[src/rtl/int_ctrl.sv]
// -----------------------------------------------------------------------------
// int_ctrl
// External-interrupt sequencer for the pipelined MIPS core.
//
// The asynchronous interrupter pin is synchronised and its rising edges are
// latched as a sticky pending request. The request is armed when interrupts
// are enabled and the core is not in debug stepping. It is then taken at the
// next real, non-ERET retirement in WB. Taking it saves the return PC in epc,
// clears IE, and issues a one-cycle flush/redirect to HANDLER_ADDR. An ERET
// retiring while in the handler sets IE again and redirects fetch back to epc.
//
// Ports:
//   clk          core clock
//   rst          asynchronous active-high reset
//   interrupter  external request pin (async), rising edge = request
//   debug_en     debug/step mode, blocks taking interrupts
//   ie_wr        IE write strobe (mtc0 Status in WB)
//   ie_wdata     new IE value
//   wb_valid     real instruction retiring in WB
//   wb_eret      retiring instruction is ERET
//   wb_next_pc   PC of the instruction after the retiring one
//   flush        one-cycle pulse, kill IF/ID/EX/MEM
//   redirect     one-cycle pulse with flush, load PC from redirect_pc
//   redirect_pc  redirect target, valid while redirect=1
//   epc          saved return address
//   ie           interrupt-enable bit
//   int_pending  latched request not yet serviced
//   in_handler   high while the handler is running
// -----------------------------------------------------------------------------
module int_ctrl #(
    parameter logic [31:0] HANDLER_ADDR = 32'h0000_0020
) (
    input  logic        clk,
    input  logic        rst,
    input  logic        interrupter,
    input  logic        debug_en,
    input  logic        ie_wr,
    input  logic        ie_wdata,
    input  logic        wb_valid,
    input  logic        wb_eret,
    input  logic [31:0] wb_next_pc,
    output logic        flush,
    output logic        redirect,
    output logic [31:0] redirect_pc,
    output logic [31:0] epc,
    output logic        ie,
    output logic        int_pending,
    output logic        in_handler
);

    typedef enum logic [1:0] {
        IDLE    = 2'd0,
        ARM     = 2'd1,
        HANDLER = 2'd2
    } state_t;

    state_t state;

    logic sync_s1;
    logic sync_s2;
    logic sync_s3;
    logic pin_rise;
    logic arm_abort;
    logic take;
    logic eret_take;

    // Two-flop synchroniser for the async pin, plus a third flop so a level
    // held high yields a single rising-edge pulse.
    always_ff @(posedge clk or posedge rst) begin
        if (rst) begin
            sync_s1 <= 1'b0;
            sync_s2 <= 1'b0;
            sync_s3 <= 1'b0;
        end else begin
            sync_s1 <= interrupter;
            sync_s2 <= sync_s1;
            sync_s3 <= sync_s2;
        end
    end

    assign pin_rise = sync_s2 & ~sync_s3;

    // While armed, debug mode or disabling IE drops back to IDLE; that check
    // wins over a retirement in the same cycle. ERET is never a take point.
    assign arm_abort = (state == ARM) && (debug_en || (ie_wr && !ie_wdata));
    assign take      = (state == ARM) && !arm_abort && wb_valid && !wb_eret;
    assign eret_take = (state == HANDLER) && wb_valid && wb_eret;

    // Sequencer state, IE/EPC bookkeeping and the registered redirect pulse.
    // A new edge in the take cycle keeps the request pending. IE is held low
    // for the whole handler so ie_wr cannot re-enable nesting.
    always_ff @(posedge clk or posedge rst) begin
        if (rst) begin
            state       <= IDLE;
            flush       <= 1'b0;
            redirect    <= 1'b0;
            redirect_pc <= 32'h0;
            epc         <= 32'h0;
            ie          <= 1'b1;
            int_pending <= 1'b0;
            in_handler  <= 1'b0;
        end else begin
            flush       <= take | eret_take;
            redirect    <= take | eret_take;
            int_pending <= pin_rise | (int_pending & ~take);

            if (take) begin
                redirect_pc <= HANDLER_ADDR;
                epc         <= wb_next_pc;
            end else if (eret_take) begin
                redirect_pc <= epc;
            end

            if (take) begin
                ie <= 1'b0;
            end else if (eret_take) begin
                ie <= 1'b1;
            end else if (state == HANDLER) begin
                ie <= 1'b0;
            end else if (ie_wr) begin
                ie <= ie_wdata;
            end

            case (state)
                IDLE: begin
                    if (int_pending && ie && !debug_en) begin
                        state <= ARM;
                    end
                end
                ARM: begin
                    if (arm_abort) begin
                        state <= IDLE;
                    end else if (take) begin
                        state      <= HANDLER;
                        in_handler <= 1'b1;
                    end
                end
                HANDLER: begin
                    if (eret_take) begin
                        state      <= IDLE;
                        in_handler <= 1'b0;
                    end
                end
                default: begin
                    state      <= IDLE;
                    in_handler <= 1'b0;
                end
            endcase
        end
    end

endmodule

[config.mk]
export PLATFORM = sky130hd
export DESIGN_NAME = int_ctrl
export DESIGN_NICKNAME = d
export VERILOG_FILES = /design/src/rtl/int_ctrl.sv
export SDC_FILE = /design/constraint.sdc
export NUM_CORES = 1
export LEC_CHECK = 0
export ABC_CLOCK_PERIOD_IN_PS = 5070
export CAP_MARGIN = 20
export CORE_UTILIZATION = 30
export CTS_BUF_LIST = sky130_fd_sc_hd__clkbuf_4
export DETAILED_ROUTE_END_ITERATION = 10
export DONT_BUFFER_PORTS = 1
export GPL_TIMING_DRIVEN = 1
export PLACE_DENSITY = 0.48
export SYNTH_ARGS = -nofsm -noshare
export SYNTH_HDL_FRONTEND = slang
export SYNTH_SLANG_ARGS = --single-unit
[constraint.sdc]
create_clock -name clk -period 5.07 [get_ports clk]
set_input_delay 0.7605 -clock clk [delete_from_list [all_inputs] [get_ports clk]]
set_output_delay 0.7605 -clock clk [all_outputs]
set_load 0.01 [all_outputs]
# Yosys cells after proc, flatten, opt, wreduce, memory -nomap -nowiden
# Cells that the tools add are included.
dict set report word_totals {
  ff_bits 73
  in_bits 40
  output_inout_bits 69
  elab_cells 58
}
dict set report classes {
  eq_ne 7
  n_mux 15
  bitwise_logic 7
  n_reduce_logical 19
}
# cell n
set ops {}
lappend ops {{32-bit two-way mux} 2}
lappend ops {{1-bit logical AND} 9}
lappend ops {{2-bit two-way mux} 4}
lappend ops {{2-bit != test, second input constant} 4}
lappend ops {{1-bit two-way mux} 7}
lappend ops {{2-bit one-hot mux with 3 select lines} 1}
lappend ops {{1-bit zero test} 4}
lappend ops {{4-bit AND reduction} 1}
lappend ops {{4-bit nonzero test} 1}
lappend ops {{3-bit != test, second input constant} 1}
lappend ops {{1-bit inverter} 3}
lappend ops {{1-bit one-hot mux with 3 select lines} 1}
lappend ops {{3-bit AND reduction} 1}
lappend ops {{1-bit AND} 2}
lappend ops {{2-bit by 1-bit == test with 1-bit output, second input constant} 1}
lappend ops {{2-bit == test, second input constant} 1}
lappend ops {{2-bit zero test} 1}
lappend ops {{1-bit OR} 2}
lappend ops {{2-bit nonzero test} 1}
lappend ops {{1-bit logical OR} 1}

# Longest topological paths before layout
dict set report depth {
  word_depth 11
  ltp_mapped 6
  depth_no_buf 3
}

# Least setup slack after synthesis
# OpenSTA, ideal clock, no wires.
dict set report synth_timing {
  path_kind {input to register}
  from {input wb_eret}
  to {register epc[0]}
  setup_ns 0.127
  t_arrival_ns 1.814
  t_required_ns 4.943
  setup_slack_ns 3.128
  stages 5
  path_buffers 2
  cell_sequence {nor4b_2 -> and3_1 -> buf_6 -> buf_12 -> mux2_1}
}
dict set report synth_between {
  elab_chain_cells 2
}
# element line_no
set synth_rtl {}
lappend synth_rtl {{start, declared} 40} ;# input logic wb_eret,
lappend synth_rtl {{1-bit zero test} 86} ;# assign take = (state == ARM) && !arm_abort && wb_valid && !wb_eret;
lappend synth_rtl {{1-bit logical AND} 86}
lappend synth_rtl {{end signal, assigned} 109} ;# epc <= wb_next_pc;
lappend synth_rtl {{end, declared} 45} ;# output logic [31:0] epc,
# No other way between the ends.
# A chain may end at the register's enable or synchronous reset.

# Worst setup path in the final report
dict set report layout_timing {
  from {register state[1]}
  to {register epc[3]}
}
dict set report layout_between {
  elab_chain_cells 6
}
# element line_no
set layout_rtl {}
lappend layout_rtl {{start, declared} 57} ;# state_t state;
lappend layout_rtl {{start signal, assigned} 94} ;# state <= IDLE;
lappend layout_rtl {{start signal, assigned} 127} ;# state <= ARM;
lappend layout_rtl {{start signal, assigned} 132} ;# state <= IDLE;
lappend layout_rtl {{2-bit by 1-bit == test with 1-bit output (*)} {85, 86}}
lappend layout_rtl {{1-bit logical AND} 85} ;# assign arm_abort = (state == ARM) && (debug_en || (ie_wr && !ie_wdata));
lappend layout_rtl {{1-bit zero test} 86}
lappend layout_rtl {{1-bit logical AND (*) (3 in series)} 86}
# Mark *: on every way between the ends. The rest lies on a longest branch, timed or not.

==> flow_summary.yaml <==
die:
  die_h_um: 101.4
  die_w_um: 101.4
  placementRows: 35
  initial_core_util_pct: 31.47
  die_area_mm2: 0.01028
  pin_count: 109
  coreArea_mm2: 0.009415
clock_network:
  tritoncts_num_sinks: 73
  cts_setup_buffers: 0
  cts.path.max_buffers: 2
  h-tree-depth: 3
  clkTransAtPathRegs_ns: 0.12
  cts-root-buf: "clkbuf_4"
  clk_latency_ns: 0.40
  cts_buffers: 9
  cts_resized: 0
  cts_tree: "built"
  ctsHoldBuffers: 0
power:
  powerDensity_mw_per_mm2: 521.6
  vdd_ir_drop_max_mv: 0.1721
  p_int_uw: 1150
  pwr-share-seq_pct: 58.9
  power.share.clock_pct: 27.6
  switching_share_pct: 31.14
  combPwrFrac_pct: 13.5
  total_leakage_power_uw: 0.001443
  power_switching_uw: 520.3
cells_and_area:
  final_nets: 281
  fillerInstances: 955
  syn2layout_area_growth_pct: 8.108
  antennaDiodeCount: 0
  fin_util_pct: 34.02
  drive_gt1_share_pct: 21.14
grt:
  antenna_found_initial: 0
  use_met1_pct: 14.88
  busiest_layer: "met2"
  grt-ovfl-total: 0
  use_met2_pct: 19.52
  grt_usage_pct: 12.67
  grt_pass1_vias: 1850
  grt_pass1_wl_um: 9625
  use_met3_pct: 7.315
  grt_max_degree: 43
logic_synthesis:
  synth_nets: 281
  synth_edf_count: 0
  synth_area_leaders: "dfrtp_1 61%, mux2_4 10%, nand2_1 8.4%"
  synth_common_cells: "72 x dfrtp_1, 66 x nand2_1, 33 x a21oi_1"
  syn_area_mm2: 0.002963
  syn_avg_cell_area_um2: 12.29
  async_flop_share_pct: 100.0
  ys_ff_latch: 73
  synth_cell_types: 26
  synth_top_area_cell: "dfrtp_1"
  syn_inst: 241
  yosys_most_used_dff: "dfrtp_1"
  synth.top_cell.area_share_pct: 60.81
  yosysMostFrequentCell: "dfrtp_1"
  yosys_warnings: 0
  synth-seq-area-share_pct: 61.70
timing:
  finalSetupViolCount: 0
  rsz0062_at_grt: "no"
  skew_ns: 0.006245
  fin_tns_setup_ns: 0
  fmax_mhz: 387.2
  maxSlewViolCount: 0
  fin_crit_sh_pct: 50.94
  post-route-worst-setup-slack_ns: 2.487
  fin_crit_ns: 2.583
  hold_violations: 0
  slew_headroom_pct: 38.16
  tightest_slew_ns: 0.9277
setup_path:
  crit_end: "epc[3]"
  rrSetupSlack_ns: 2.49
  worstSetupPathType: "flip-flop to flip-flop"
  reg2reg_from: "state[1]"
  crit_required_ns: 5.36
  cp-start-kind: "flip-flop"
  path_max_fanout: 39
  end_kind: "flip-flop"
  crit_arrival_ns: 2.87
  r2r-end: "epc[3]"
  crit_start: "state[1]"
  reg2reg_depth: 4
placement:
  gp_congestion: 0.6529
  pre_cts_slack_ns: 2.134
  hpwlAfterDp_um: 3888
  port_buffers: 0
detailed_routing:
  avgRoutedWirePerCell_um: 16.27
  vias_per_cell: 4.661
  drc: 0
  drt_iter0_drc: 52
  drtPass1Iterations: 4
  routed_wl_um: 6103
  dr_total_vias: 1748
  ant_nets: 0
status:
  outcome: "completed"
job:
  max_cap_violations: 0
hold_path:
  hold_class: "input pin to async pin"
## power by group through the flow
| stage | Combinational, uW | Sequential [uW] | Clock (uW) |
|---|---|---|---|
| detailed placement | 230 | 1000 | 0 |
| finish | 226 | 984 | 461 |
| global placement | 222 | 1000 | 0 |
| global route | 254 | 1010 | 514 |
| CTS | 230 | 991 | 488 |
| floorplan | 209 | 950 | 0 |
## layer usage
metal  wire, um  vias to the layer above
li1           -                      803
met5          0                        -
met4         69                        0
met3        586                        7
met1       2619                      869
met2       2827                       69
## flip-flops by register name (all words and copies together) (netlist names)
| name | cells |
|---|---|
| epc | 32 |
| ie | 1 |
| in_handler | 1 |
| int_pending | 1 |
| redirect | 1 |
| redirect_pc | 32 |
| state | 2 |
| sync_s1 | 1 |
| sync_s2 | 1 |
| sync_s3 | 1 |
## kinds of logic (layout without fill, tap and decap cells)
kind of cell / count (synthesis) / after routing / synth area share (%)
compound gates: 37 / 37 / 6.546
buf+inv: 18 / 23 / 5.110
flops: 73 / 73 / 61.70
mux: 33 / 33 / 15.08
simple gates: 80 / 80 / 11.57
## cell usage in the layout, fill, tap and decap left out
| cell | n |
|---|---|
| clkinv_4 | 1 |
| and3_2 | 1 |
| nor2_1 | 2 |
| bufinv_16 | 3 |
| nand3b_1 | 1 |
| nand4_1 | 1 |
| a21boi_0 | 1 |
| nand4b_1 | 1 |
| inv_1 | 2 |
| mux2_1 | 5 |
| mux2_2 | 8 |
| a22o_1 | 1 |
| nand3_1 | 3 |
| dfrtp_1 | 72 |
| dfstp_2 | 1 |
| nor4b_2 | 1 |
| and4b_1 | 1 |
| buf_4 | 4 |
| a22oi_1 | 1 |
| clkinvlp_4 | 2 |
| mux2_4 | 20 |
| nand2_1 | 66 |
| clkinv_2 | 2 |
| clkbuf_4 | 9 |
| a21oi_1 | 33 |
| nand2b_1 | 3 |
| o21ai_0 | 1 |
## how the worst min path moves through the flow
stage / depth (start not counted) / start / end
2_1_floorplan: 0 / sync_s1 / sync_s2
3_3_place_gp: 0 / sync_s1 / sync_s2
3_5_place_dp: 0 / sync_s1 / sync_s2
4_1_cts: 1 / rst / redirect_pc[14]
6_report: 1 / rst / redirect_pc[14]
5_1_grt: 1 / rst / redirect_pc[14]
## critical path, cell delays in order (launching register included)
cell     delay, ns
dfrtp_1       0.46
nor4b_2       0.32
and3_2        0.85
buf_4         0.49
mux2_1        0.35
## cell type report
type | instances | area, um2 | area share [%]
flip-flops and latches | 73 | 1828 | 57.07
multi-input cells | 150 | 984.7 | 30.74
well taps | 129 | 161.4 | 5.039
clock inverters | 7 | 118.9 | 3.711
clock buffers | 9 | 67.56 | 2.109
repair buffers | 4 | 30.03 | 0.9375
inverters | 3 | 12.51 | 0.3906
## metrics by stage
| stage | power (uW) | cell area (um2) | hold WS (ns) | std cells |
|---|---|---|---|---|
| after detailed placement | 1233 | 3017 | 0.3420 | 359 |
| after CTS | 1710 | 3203 | 0.2329 | 375 |
| after floorplan | 1160 | 2963 | 0.3312 | 241 |
| after global placement | 1225 | 3017 | 0.3390 | 359 |
| after global routing | 1783 | 3203 | 0.2225 | 375 |
| final | 1671 | 3203 | 0.2435 | 375 |
Note: power is estimated with default switching activity, not from simulation.
